<file path="src/rtl/dram_array_ctrl_if.sv">
// CPU-side request/response bus of the DRAM array controller.
// The master drives single-beat requests; the slave (controller) answers
// with req_ready and, for reads, a one-cycle rsp_valid strobe.
interface dram_array_ctrl_if #(
  parameter int DATA_W = 32,
  parameter int LANES  = 4,
  parameter int ADDR_W = 12
);
  logic              req_valid;
  logic              req_ready;
  logic              req_we;
  logic [ADDR_W-1:0] req_addr;
  logic [DATA_W-1:0] req_wdata;
  logic [LANES-1:0]  req_be;
  logic              rsp_valid;
  logic [DATA_W-1:0] rsp_rdata;

  modport master (
    output req_valid, req_we, req_addr, req_wdata, req_be,
    input  req_ready, rsp_valid, rsp_rdata
  );

  modport slave (
    input  req_valid, req_we, req_addr, req_wdata, req_be,
    output req_ready, rsp_valid, rsp_rdata
  );
endinterface

</file>
<file path="src/rtl/dram_array_ctrl.sv">
// Controller for a word-wide memory made of multiplexed-address DRAM chips.
// Each accepted request runs a fixed ROW -> COL -> PRE sequence on one bank
// line; a free-running timer requests CAS-before-RAS refresh of all banks,
// which takes priority over new requests. All chip strobes are registered.
// BANKS must be a power of two and at least 2.
module dram_array_ctrl #(
  parameter int DATA_W       = 32,
  parameter int LANE_W       = 8,
  parameter int BANKS        = 4,
  parameter int ROW_W        = 5,
  parameter int COL_W        = 5,
  parameter int T_RCD        = 2,
  parameter int T_CAS        = 2,
  parameter int T_RP         = 2,
  parameter int REF_INTERVAL = 256,
  localparam int LANES  = DATA_W / LANE_W,
  localparam int BANK_W = $clog2(BANKS),
  localparam int MUX_W  = (ROW_W > COL_W) ? ROW_W : COL_W,
  localparam int ADDR_W = BANK_W + ROW_W + COL_W
) (
  input  logic              clk,
  input  logic              rst,
  dram_array_ctrl_if.slave  bus,
  output logic [MUX_W-1:0]  dram_addr,
  output logic [BANKS-1:0]  dram_ras_n,
  output logic [LANES-1:0]  dram_cas_n,
  output logic              dram_we_n,
  output logic [DATA_W-1:0] dram_dq_out,
  output logic              dram_dq_oe,
  input  logic [DATA_W-1:0] dram_dq_in,
  output logic              ref_busy
);

  // Phase counter must hold the longest phase length minus one.
  localparam int CNT_MAX = ((T_RCD + T_CAS) > T_RP) ? (T_RCD + T_CAS) : T_RP;
  localparam int CNT_W   = $clog2(CNT_MAX + 1);
  localparam int REF_W   = $clog2(REF_INTERVAL);

  typedef enum logic [2:0] {
    IDLE,
    ROW,
    COL,
    PRE,
    RCBR,
    RREF
  } state_t;

  state_t             state;
  logic [CNT_W-1:0]   cnt;
  logic [REF_W-1:0]   ref_cnt;
  logic               ref_pending;
  logic               lat_we;
  logic [COL_W-1:0]   lat_col;
  logic [DATA_W-1:0]  lat_wdata;
  logic [LANES-1:0]   lat_be;
  logic               rsp_valid_q;
  logic [DATA_W-1:0]  rsp_rdata_q;

  logic [BANK_W-1:0]  req_bank;
  logic [ROW_W-1:0]   req_row;
  logic [COL_W-1:0]   req_col;

  assign req_bank = bus.req_addr[ADDR_W-1 -: BANK_W];
  assign req_row  = bus.req_addr[COL_W +: ROW_W];
  assign req_col  = bus.req_addr[COL_W-1:0];

  // Ready comes only from registered state, so it never depends on req_valid.
  assign bus.req_ready = (state == IDLE) && !ref_pending;
  assign bus.rsp_valid = rsp_valid_q;
  assign bus.rsp_rdata = rsp_rdata_q;

  // Access/refresh sequencer with the refresh timer; every chip strobe is a register.
  always_ff @(posedge clk) begin
    if (rst) begin
      state       <= IDLE;
      cnt         <= '0;
      ref_cnt     <= REF_W'(REF_INTERVAL - 1);
      ref_pending <= 1'b0;
      ref_busy    <= 1'b0;
      lat_we      <= 1'b0;
      lat_col     <= '0;
      lat_wdata   <= '0;
      lat_be      <= '0;
      dram_addr   <= '0;
      dram_ras_n  <= '1;
      dram_cas_n  <= '1;
      dram_we_n   <= 1'b1;
      dram_dq_out <= '0;
      dram_dq_oe  <= 1'b0;
      rsp_valid_q <= 1'b0;
      rsp_rdata_q <= '0;
    end else begin
      rsp_valid_q <= 1'b0;

      if (ref_cnt == '0) begin
        ref_cnt <= REF_W'(REF_INTERVAL - 1);
      end else begin
        ref_cnt <= ref_cnt - 1'b1;
      end

      case (state)
        IDLE: begin
          if (ref_pending) begin
            state       <= RCBR;
            ref_pending <= 1'b0;
            ref_busy    <= 1'b1;
            dram_cas_n  <= '0;
          end else if (bus.req_valid) begin
            state      <= ROW;
            cnt        <= CNT_W'(T_RCD - 1);
            lat_we     <= bus.req_we;
            lat_col    <= req_col;
            lat_wdata  <= bus.req_wdata;
            lat_be     <= bus.req_be;
            dram_ras_n <= ~(BANKS'(1) << req_bank);
            dram_addr  <= MUX_W'(req_row);
          end
        end

        ROW: begin
          if (cnt != '0) begin
            cnt <= cnt - 1'b1;
          end else begin
            state     <= COL;
            cnt       <= CNT_W'(T_CAS - 1);
            dram_addr <= MUX_W'(lat_col);
            if (lat_we) begin
              dram_cas_n  <= ~lat_be;
              dram_we_n   <= 1'b0;
              dram_dq_oe  <= 1'b1;
              dram_dq_out <= lat_wdata;
            end else begin
              dram_cas_n <= '0;
            end
          end
        end

        COL: begin
          if (cnt != '0) begin
            cnt <= cnt - 1'b1;
          end else begin
            state      <= PRE;
            cnt        <= CNT_W'(T_RP - 1);
            dram_ras_n <= '1;
            dram_cas_n <= '1;
            dram_we_n  <= 1'b1;
            dram_dq_oe <= 1'b0;
            if (!lat_we) begin
              rsp_rdata_q <= dram_dq_in;
              rsp_valid_q <= 1'b1;
            end
          end
        end

        PRE: begin
          if (cnt != '0) begin
            cnt <= cnt - 1'b1;
          end else if (ref_pending) begin
            // A refresh that expired during the access starts with no idle gap.
            state       <= RCBR;
            ref_pending <= 1'b0;
            ref_busy    <= 1'b1;
            dram_cas_n  <= '0;
          end else begin
            state    <= IDLE;
            ref_busy <= 1'b0;
          end
        end

        RCBR: begin
          state      <= RREF;
          cnt        <= CNT_W'(T_RCD + T_CAS - 1);
          dram_ras_n <= '0;
        end

        RREF: begin
          if (cnt != '0) begin
            cnt <= cnt - 1'b1;
          end else begin
            state      <= PRE;
            cnt        <= CNT_W'(T_RP - 1);
            dram_ras_n <= '1;
            dram_cas_n <= '1;
          end
        end

        default: begin
          state <= IDLE;
        end
      endcase

      // Expiry sets the single pending flag last so it is never lost to a clear.
      if (ref_cnt == '0) begin
        ref_pending <= 1'b1;
      end
    end
  end

endmodule

</file>
<file path="src/flat_wrapper.sv">
// flat-port wrapper written by rule: the top's interface ports become plain ports
module dram_array_ctrl_flat 
#(
  parameter int DATA_W       = 32,
  parameter int LANE_W       = 8,
  parameter int BANKS        = 4,
  parameter int ROW_W        = 5,
  parameter int COL_W        = 5,
  parameter int T_RCD        = 2,
  parameter int T_CAS        = 2,
  parameter int T_RP         = 2,
  parameter int REF_INTERVAL = 256,
  localparam int LANES  = DATA_W / LANE_W,
  localparam int BANK_W = $clog2(BANKS),
  localparam int MUX_W  = (ROW_W > COL_W) ? ROW_W : COL_W,
  localparam int ADDR_W = BANK_W + ROW_W + COL_W
)
  (clk, rst, dram_addr, dram_ras_n, dram_cas_n, dram_we_n, dram_dq_out, dram_dq_oe, dram_dq_in, ref_busy, bus_req_valid, bus_req_we, bus_req_addr, bus_req_wdata, bus_req_be, bus_req_ready, bus_rsp_valid, bus_rsp_rdata);
  dram_array_ctrl_if #(.DATA_W(DATA_W), .LANES(4), .ADDR_W(12)) bus_i ();
  input  logic clk;
  input  logic rst;
  output logic [MUX_W-1:0] dram_addr;
  output logic [BANKS-1:0] dram_ras_n;
  output logic [LANES-1:0] dram_cas_n;
  output logic dram_we_n;
  output logic [DATA_W-1:0] dram_dq_out;
  output logic dram_dq_oe;
  input  logic [DATA_W-1:0] dram_dq_in;
  output logic ref_busy;
  input wire logic [$bits(bus_i.req_valid)-1:0] bus_req_valid;
  input wire logic [$bits(bus_i.req_we)-1:0] bus_req_we;
  input wire logic [$bits(bus_i.req_addr)-1:0] bus_req_addr;
  input wire logic [$bits(bus_i.req_wdata)-1:0] bus_req_wdata;
  input wire logic [$bits(bus_i.req_be)-1:0] bus_req_be;
  output wire logic [$bits(bus_i.req_ready)-1:0] bus_req_ready;
  output wire logic [$bits(bus_i.rsp_valid)-1:0] bus_rsp_valid;
  output wire logic [$bits(bus_i.rsp_rdata)-1:0] bus_rsp_rdata;
  assign bus_i.req_valid = bus_req_valid;
  assign bus_i.req_we = bus_req_we;
  assign bus_i.req_addr = bus_req_addr;
  assign bus_i.req_wdata = bus_req_wdata;
  assign bus_i.req_be = bus_req_be;
  assign bus_req_ready = bus_i.req_ready;
  assign bus_rsp_valid = bus_i.rsp_valid;
  assign bus_rsp_rdata = bus_i.rsp_rdata;
  dram_array_ctrl #(.DATA_W(DATA_W), .LANE_W(LANE_W), .BANKS(BANKS), .ROW_W(ROW_W), .COL_W(COL_W), .T_RCD(T_RCD), .T_CAS(T_CAS), .T_RP(T_RP), .REF_INTERVAL(REF_INTERVAL)) u_core (.clk(clk), .rst(rst), .bus(bus_i), .dram_addr(dram_addr), .dram_ras_n(dram_ras_n), .dram_cas_n(dram_cas_n), .dram_we_n(dram_we_n), .dram_dq_out(dram_dq_out), .dram_dq_oe(dram_dq_oe), .dram_dq_in(dram_dq_in), .ref_busy(ref_busy));
endmodule
</file>
<file path="config.mk">
export PLATFORM = sky130hd
export DESIGN_NAME = dram_array_ctrl_flat
export DESIGN_NICKNAME = d
export VERILOG_FILES = /design/src/rtl/dram_array_ctrl_if.sv /design/src/rtl/dram_array_ctrl.sv /design/src/flat_wrapper.sv
export SDC_FILE = /design/constraint.sdc
export NUM_CORES = 1
export LEC_CHECK = 0
export CORE_MARGIN = 3
export CORE_UTILIZATION = 46
export CTS_CLUSTER_DIAMETER = 150
export DETAILED_ROUTE_END_ITERATION = 16
export GPL_TIMING_DRIVEN = 0
export PLACE_DENSITY_LB_ADDON = 0.15
export SYNTH_ARGS = -nofsm -noshare
export SYNTH_HDL_FRONTEND = slang
export SYNTH_SLANG_ARGS = --single-unit
</file>
<file path="constraint.sdc">
create_clock -name clk -period 1.85 [get_ports clk]
set_input_delay 0.37 -clock clk [delete_from_list [all_inputs] [get_ports clk]]
set_output_delay 0.37 -clock clk [all_outputs]
set_load 0.02 [all_outputs]
</file>
# Word-level counts from Yosys, hierarchy flattened

Index checks and enable logic that the tools add are counted.

Bits in registers: 138
Bits of input ports: 84
Output and inout port bits: 82
Word-level logic and storage cells: 108

$add $sub $neg: 2
Equality and inequality tests: 16
Shift-type cells: 1
Multiplexer cells: 39
Bitwise operators: 6
Reductions and logical operators: 27

Operators with widths:

| kind                                                                   | number |
|---|---|
| 4-bit 2-to-1 mux                                                       | 7 |
| 3-bit 2-to-1 mux                                                       | 9 |
| 4-bit AND reduction                                                    | 6 |
| 4-bit one-hot mux with 4 select lines                                  | 1 |
| 5-bit 2-to-1 mux                                                       | 3 |
| 3-bit one-hot mux with 5 select lines                                  | 1 |
| 2-bit != test (second input constant)                                  | 6 |
| 3-bit one-hot mux with 4 select lines                                  | 1 |
| 4-bit one-hot mux with 3 select lines                                  | 1 |
| 3-bit AND reduction                                                    | 4 |
| 1-bit 2-to-1 mux                                                       | 11 |
| 5-bit one-hot mux with 2 select lines                                  | 1 |
| 3-bit nonzero test                                                     | 3 |
| 8-bit logical NOT                                                      | 1 |
| 4-bit inverter                                                         | 2 |
| 1-bit one-hot mux with 2 select lines                                  | 4 |
| 4-bit nonzero test                                                     | 2 |
| 8-bit by 1-bit subtractor with 8-bit output (second input constant)    | 1 |
| 3-bit by 2-bit equality test with 1-bit output (second input constant) | 2 |
| 3-bit equality test (second input constant)                            | 2 |
| 2-bit by 1-bit != test with 1-bit output (second input constant)       | 3 |
| 3-bit by 2-bit != test with 1-bit output (second input constant)       | 2 |
| 2-bit nonzero test                                                     | 3 |
| 3-bit OR reduction                                                     | 2 |
| other kinds (9)                                                        | 13 |

# Depth between registers and ports, before layout

Gate-level depths: netlist of run 1.

Depth after elaboration: 5
Depth in mapped cells: 9
Mapped depth without buffers: 6

# Worst setup path after synthesis of run 1

Ideal clock, no wire load.

Path kind: flip-flop to flip-flop
Start: register u_core.cnt[0]
End: register u_core.dram_dq_oe
Setup time: 0.115 ns
Data arrival time: 1.551 ns
Data required time: 1.735 ns
Slack: 0.185 ns
Stages on the path, launching flop included: 9
Buffers on the path: 3
Clock period less this slack: 1.665 ns
Cell sequence: dfxtp_1 > inv_1 > ha_1 > and3b_1 > buf_4 > and3_1 > buf_2 > buf_4 > o21a_1

Cells in the longest elaborated chain, start to end: 3
Elaborated cells on any way between the ends: 4
Those cells by class: eq/ne (2); reduce/logical (2)

Ends and longest elaborated chain:

| what                                   | line                                           | source |
|---|---|---|
| start, declared                        | dram_array_ctrl.sv:49                          | `logic [CNT_W-1:0] cnt;` |
| start signal, assigned                 | dram_array_ctrl.sv:110                         | `cnt <= CNT_W'(T_RCD - 1);` |
| start signal, assigned                 | dram_array_ctrl.sv:122                         | `cnt <= cnt - 1'b1;` |
| start signal, assigned                 | dram_array_ctrl.sv:125                         | `cnt <= CNT_W'(T_CAS - 1);` |
| 3-bit nonzero test *                   | dram_array_ctrl.sv:121, dram_array_ctrl.sv:139 |  |
| 2-bit != test (no source line)         | -                                              |  |
| 4-bit AND reduction (no source line) * | -                                              |  |
| end signal, assigned                   | dram_array_ctrl.sv:89                          | `dram_dq_oe <= 1'b0;` |
| end signal, assigned                   | dram_array_ctrl.sv:130                         | `dram_dq_oe <= 1'b1;` |
| end signal, assigned                   | dram_array_ctrl.sv:147                         | `dram_dq_oe <= 1'b0;` |
| end, declared                          | dram_array_ctrl.sv:29                          | `output logic dram_dq_oe,` |

Every way passes the cells marked *; elsewhere a longest branch is shown, timed or not.
A chain may end at the register's enable or synchronous reset.

# Worst setup path after layout of run 1

Start: register u_core.dram_cas_n[3]
End: output port dram_cas_n[3]

RTL lines:

| what                   | line                   | source |
|---|---|---|
| start, declared        | dram_array_ctrl.sv:26  | `output logic [LANES-1:0] dram_cas_n,` |
| start signal, assigned | dram_array_ctrl.sv:128 | `dram_cas_n <= ~lat_be;` |
| end, declared          | flat_wrapper.sv:24     | `output logic [LANES-1:0] dram_cas_n;` |

No word-level cell between the ends.

==> impl_metrics.toml, run 1 <==
[critical_path]
ff2ff_setup_slack_ns = 0.10
crit_family = "buffers and inverters"
r2r_end = "u_core.bus.rsp_rdata[25]$_SDFFE_PP0P_"
max_stage_delay_ns = 0.62
cp.arrival_ns = 1.40
cp.depth = 1
start_kind = "flop"
crit-reg2reg-launch = "u_core.cnt[1]$_SDFFE_PP0P_"
path_cells = "clkdlybuf4s50_1"
critPathMaxFanout = 2
worstRegToRegCells = 8
critPathKind = "flop to primary output"
cpMaxStageDelayCell = "clkdlybuf4s50_1"
cp-end-kind = "primary output"
required_ns = 1.48
worst-path-buf-inv = 1

[synthesis]
synth_area_um2 = 5230
synth.area.top_cells = "dfxtp_1 (53%), nand2_1 (16%), a21oi_1 (11%)"
synth.net_count = 725
avgSynthCellArea_um2 = 8.20
syn-instance-count = 638
ys_seq_elements = 138
ys_warn_count = 0
synth_top_area_share = 0.528
async_reset_ff_frac = 0
synth_cell_types = 45
synth_seq_area_share = 0.528
synth_top_area_cell = "dfxtp_1"
synth_edf_count = 0
synth_ff_type = "dfxtp_1"

[timing]
worst_pin_slew_ns = 0.584
hold_ws_ns = 0.408
setup_violations = 0
drv_slew = 0
period_minus_slack_ns = 1.77
clock_skew_ns = 0.00806
rsz0062_at_grt = "no"
fmax_mhz = 566
hold_viol = 0
setup_ws_ns = 0.0830
slew_headroom = 0.610
fin_tns_setup_ns = 0
finalCritPeriodShare = 0.955

[clock_tree]
clock-sinks = 138
htreeDepth = 4
path_clk_slew_ns = 0.05
cts_max_path_buffers = 2
cts_buffers = 17
clock_latency_ns = 0.41
root_buffer = "clkbuf_16"
cts_tree = "built"

[floorplanning]
initial_core_util = 0.476
pin_count = 166
coreArea_um2 = 11000
die_w_um = 113
rows = 38
die_h_um = 113
fp.dieArea_um2 = 12700

[job]
cap_violations = 0

[power_and_ir_drop]
ir_drop_mv = 0.618
cellLeakagePower_nw = 2.76
power_mw = 7.79
powerDensity_nw_per_um2 = 1020

[placement]
port_buffers = 164
pre_cts_slack_ns = -0.232
dp_hpwl_um = 10700
place_congestion = 0.852

[worst_hold_path]
worstHoldPathType = "flop to flop"
min_to = "u_core.ref_cnt[0]$_SDFF_PP1_"
min_path_cells = 1
min_from = "u_core.ref_cnt[0]$_SDFF_PP1_"

[global_route]
grt_overflow = 0
antenna_found_initial = 0
grt_max_degree = 17
grt_pass1_vias = 4777
track_usage = 0.229
grt_pass1_wl_um = 23000

[routing]
post-route-drc-count = 0
first_iter_violations = 290
vias = 4889
wire_per_inst_um = 14.8
postRouteAntennaNets = 0
routed_via_density = 5.02
routed_wl_um = 14400
first_pass_iters = 4

[cells_and_area]
diodes = 0
utilization = 0.698
nNetsFinal = 909
fillers = 905
synthToLayoutAreaGrowth_pct = 46.7
drive_gt1_frac = 0.0792

[outcome]
status = "completed"
## kinds of logic (layout without fill, tap and decap cells)
kind of cell    Yosys count  count (layout)  synth area share
xor+xnor                  2               2           0.00335
buf+inv                  51             246            0.0510
compound gates          152             152             0.162
mux                       9               9            0.0172
flops                   138             138             0.528
fa+ha+maj                 3               3           0.00718
simple gates            283             283             0.231
## layout make-up
class / instances / area [um2] / share of cell area
buffer: 43 / 246 / 0.0321
clock buffer: 22 / 464 / 0.0605
clock inverter: 8 / 120 / 0.0157
inverter: 8 / 30.0 / 0.00391
multi-input combinational: 449 / 2230 / 0.290
sequential: 138 / 2760 / 0.360
tap: 140 / 175 / 0.0228
timing repair buffer: 165 / 1640 / 0.214
## worst register-to-register path, delay by kind of cell (launching register included)
kind | cells | cell delay, ns
AOI/OAI and AO/OA | 1 | 0.07
adders and majority gates | 1 | 0.18
buffers and inverters | 3 | 0.44
DFF | 1 | 0.30
and+or+nand+nor | 3 | 0.63
## synth_stat cells, types with 2 or more instances
master,n
a211oi_1,6
a21oi_1,115
a31oi_1,4
and2_1,3
and3_1,2
buf_2,12
buf_4,10
buf_6,3
clkbuf_1,18
dfxtp_1,138
ha_1,3
inv_1,7
mux2i_1,9
nand2_1,227
nand2b_1,2
nand2b_4,2
nand3_1,5
nand3b_1,2
nor2_1,20
nor2b_1,3
nor3_1,3
nor3b_1,2
nor4_2,2
o211ai_1,2
o21a_1,7
o21ai_0,5
o22a_1,4
o31ai_1,2
o32ai_1,2
or3_1,3
## stage by stage
stage,std cells,cell area (um2)
6_report,973,7670
5_1_grt,973,7670
4_1_cts,972,7650
3_5_place_dp,942,7050
3_3_place_gp,942,7050
2_1_floorplan,638,5230
## registers in the layout (all words and copies together), names as in the netlist
| register | cells |
|---|---|
| u_core.bus.rsp_rdata | 32 |
| u_core.bus.rsp_valid | 1 |
| u_core.cnt | 3 |
| u_core.dram_addr | 5 |
| u_core.dram_cas_n | 4 |
| u_core.dram_dq_oe | 1 |
| u_core.dram_dq_out | 32 |
| u_core.dram_ras_n | 4 |
| u_core.dram_we_n | 1 |
| u_core.lat_be | 4 |
| u_core.lat_col | 5 |
| u_core.lat_wdata | 32 |
| u_core.lat_we | 1 |
| u_core.ref_busy | 1 |
| u_core.ref_cnt | 8 |
| u_core.ref_pending | 1 |
| u_core.state | 3 |
## cells in the final DEF (no fill, tap or decap), drive strengths merged
cell	instances
nand2	227
clkdlybuf4s50	163
dfxtp	138
a21oi	115
clkbuf	41
buf	26
nor2	20
mux2i	9
o21a	7
inv	7
a211oi	6
nand3	6
o21ai	6
o22a	4
a31oi	4
clkinv	4
nor4	4
nand2b	4
nor2b	3
and2	3
or3	3
nor3	3
bufinv	3
o211ai	3
ha	3
nand3b	2
nor3b	2
and3	2
o31ai	2
o32ai	2
clkinvlp	2
o21bai	1
and2b	1
and3b	1
or4	1
or4b	1
xor2	1
xnor2	1
o2111ai	1
o2bb2ai	1
## layer usage
| layer | track usage | up-vias | share of wire |
|---|---|---|---|
| li1 | - | 2482 | - |
| met2 | 0.391 | 151 | 0.48 |
| met5 | 0 | - | 0 |
| met1 | 0.275 | 2244 | 0.44 |
| met3 | 0.0679 | 12 | 0.069 |
| met4 | 0.0801 | 0 | 0.0084 |
## power breakdown
part           total [mW]  internal, mW  switching, mW
Combinational        1.20         0.562          0.638
Clock                3.34          2.17           1.17
Sequential           3.25          3.15          0.102
Total                7.79          5.88           1.91
## worst max path at each step
stage	from	to	slack [ns]
CTS	u_core.state[0]$_SDFFE_PP0P_	bus_req_ready	-0.03
floorplan	u_core.cnt[0]$_SDFFE_PP0P_	u_core.dram_dq_oe$_SDFFE_PP0P_	0.18
global route	u_core.state[1]$_SDFFE_PP0P_	u_core.lat_wdata[29]$_SDFFE_PP0P_	0.005
global placement	rst	u_core.dram_dq_out[30]$_SDFFE_PP0P_	-0.20
finish	u_core.dram_cas_n[3]$_SDFFE_PP1P_	dram_cas_n[3]	0.08
detailed placement	rst	u_core.bus.rsp_rdata[26]$_SDFFE_PP0P_	-0.23
## what timing repair did
action | CTS | global route
pin swaps | 0 | 1
gates resized for setup | 5 | 8
buffers inserted | 0 | 1
endpoints found under the setup margin | 35 | 68
gates cloned | 0 | 0
hold buffers | 0 | 0
(Power assumes the default switching activity.)
==> run 2: changes to the inputs <==
Settings changed: CAP_MARGIN set to 20, GPL_ROUTABILITY_DRIVEN set to 0.
==> impl_metrics.toml, run 2 (synthesis results as in run 1) <==
[floorplanning]
die_w_um = 113
coreArea_um2 = 11000
die_h_um = 113
initial_core_util = 0.476
pin_count = 166
rows = 38
fp.dieArea_um2 = 12700

[worst_hold_path]
worstHoldPathType = "flop to flop"
min_from = "u_core.ref_cnt[0]$_SDFF_PP1_"
min_path_cells = 1
min_to = "u_core.ref_cnt[0]$_SDFF_PP1_"

[placement]
port_buffers = 164
dp_hpwl_um = 10600

[cells_and_area]
fillers = 923
drive_gt1_frac = 0.0792
diodes = 0
synthToLayoutAreaGrowth_pct = 47.0
nNetsFinal = 908
utilization = 0.700
layout_commonest_cell = "nand2_1"
final_cell_mix = "nand2_1 (227), clkdlybuf4s50_1 (163), dfxtp_1 (138)"

[global_route]
grt_pass1_wl_um = 23400
top_usage_layer = "met2"
grt_overflow = 0
gr-usage-met1 = 0.277
track_usage = 0.227
grt_use_met2 = 0.384
grt_max_degree = 17
antenna_found_initial = 0
grt_use_met3 = 0.0652
grt_pass1_vias = 4909

[power_and_ir_drop]
pwr-share-seq = 0.408
intPower_mw = 5.99
cellLeakagePower_nw = 2.77
powerDensity_nw_per_um2 = 1040
combPwrFrac = 0.151
ir_drop_mv = 0.700
p_clk_frac = 0.441
netSwitchingFraction = 0.250
power.switching_mw = 1.99

[clock_tree]
path_clk_slew_ns = 0.06
htreeDepth = 4
root_buffer = "clkbuf_16"
clock-sinks = 138
clock_latency_ns = 0.41
cts_tree = "built"
cts_buffers = 17
cts_resized = 4
post_cts_buffers = 0
cts_max_path_buffers = 2
cts_hold_buf = 0

[timing]
hold_ws_ns = 0.411
finalCritPeriodShare = 0.961
worst_pin_slew_ns = 0.643
rsz0062_at_grt = "no"
clock_skew_ns = 0.00692
drv_slew = 0
slew_headroom = 0.572
period_minus_slack_ns = 1.78
fmax_mhz = 562
hold_viol = 0
setup_violations = 0

[routing]
first_pass_iters = 5
postRouteAntennaNets = 0
routed_wl_um = 14500
wire_per_inst_um = 14.9
vias = 5071
routed_via_density = 5.21
first_iter_violations = 327
post-route-drc-count = 0

[critical_path]
cp.arrival_ns = 2.05
worstRegToRegCells = 8
critPathKind = "flop to flop"
start_kind = "flop"
r2r_end = "u_core.bus.rsp_rdata[16]$_SDFFE_PP0P_"
ff2ff_setup_slack_ns = 0.07
cp-end-kind = "flop"
required_ns = 2.12
crit-reg2reg-launch = "u_core.cnt[0]$_SDFFE_PP0P_"
critPathMaxFanout = 10

[job]
cap_violations = 0

[outcome]
status = "completed"
## run 2: how the worst max path moves through the flow
stage                                       startpoint                               endpoint  slack (ns)
final                       u_core.cnt[0]$_SDFFE_PP0P_  u_core.bus.rsp_rdata[16]$_SDFFE_PP0P_        0.07
after global routing        u_core.cnt[0]$_SDFFE_PP0P_    u_core.dram_dq_out[17]$_SDFFE_PP0P_       0.008
after CTS                 u_core.state[0]$_SDFFE_PP0P_                          bus_req_ready       0.003
after detailed placement                           rst         u_core.lat_col[2]$_SDFFE_PP0P_       -0.23
after global placement                             rst    u_core.dram_dq_out[30]$_SDFFE_PP0P_       -0.19
after floorplan             u_core.cnt[0]$_SDFFE_PP0P_         u_core.dram_dq_oe$_SDFFE_PP0P_        0.18
## run 2: layer usage
metal / up-vias / wire length (um) / share of wire
met2: 200 / 6940 / 0.48
met1: 2365 / 6140 / 0.42
met5: - / 0 / 0
met4: 0 / 253 / 0.018
li1: 2479 / - / -
met3: 27 / 1120 / 0.078
## run 2: cell type report
class / count / area (um2) / share of cell area
Inverter: 8 / 30.0 / 0.00391
Buffer: 43 / 236 / 0.0308
Tap cell: 140 / 175 / 0.0228
Sequential cell: 138 / 2760 / 0.359
Clock buffer: 19 / 443 / 0.0576
Multi-Input combinational cell: 449 / 2230 / 0.290
Clock inverter: 12 / 174 / 0.0226
Timing Repair Buffer: 164 / 1640 / 0.213
## run 2: power groups by stage
stage / Sequential [mW] / Combinational (mW) / Clock [mW]
6_report: 3.25 / 1.20 / 3.52
4_1_cts: 3.25 / 1.19 / 3.56
2_1_floorplan: 3.39 / 0.580 / 0
3_5_place_dp: 3.32 / 1.17 / 0
3_3_place_gp: 3.30 / 1.15 / 0
5_1_grt: 3.27 / 1.30 / 3.70
## run 2: metrics by stage
step	total power, mW	instance area, um2	worst slack (ns)	instances	setup TNS [ns]
after floorplan	3.97	5230	0.185	638	0
after global placement	4.46	7050	-0.191	942	-8.07
after detailed placement	4.49	7050	-0.229	942	-10.22
after CTS	8.00	7670	0.00266	973	0
after global routing	8.27	7680	0.00823	973	0
final	7.98	7680	0.0716	973	0
## run 2: critical path, stage by stage (launching register included)
cell and delay (ns):
dfxtp_1 0.33, inv_1 0.12, ha_4 0.19, nand2b_4 0.08, or4_1 0.46, buf_4 0.18
buf_6 0.14, nand2_1 0.08, a21oi_1 0.07
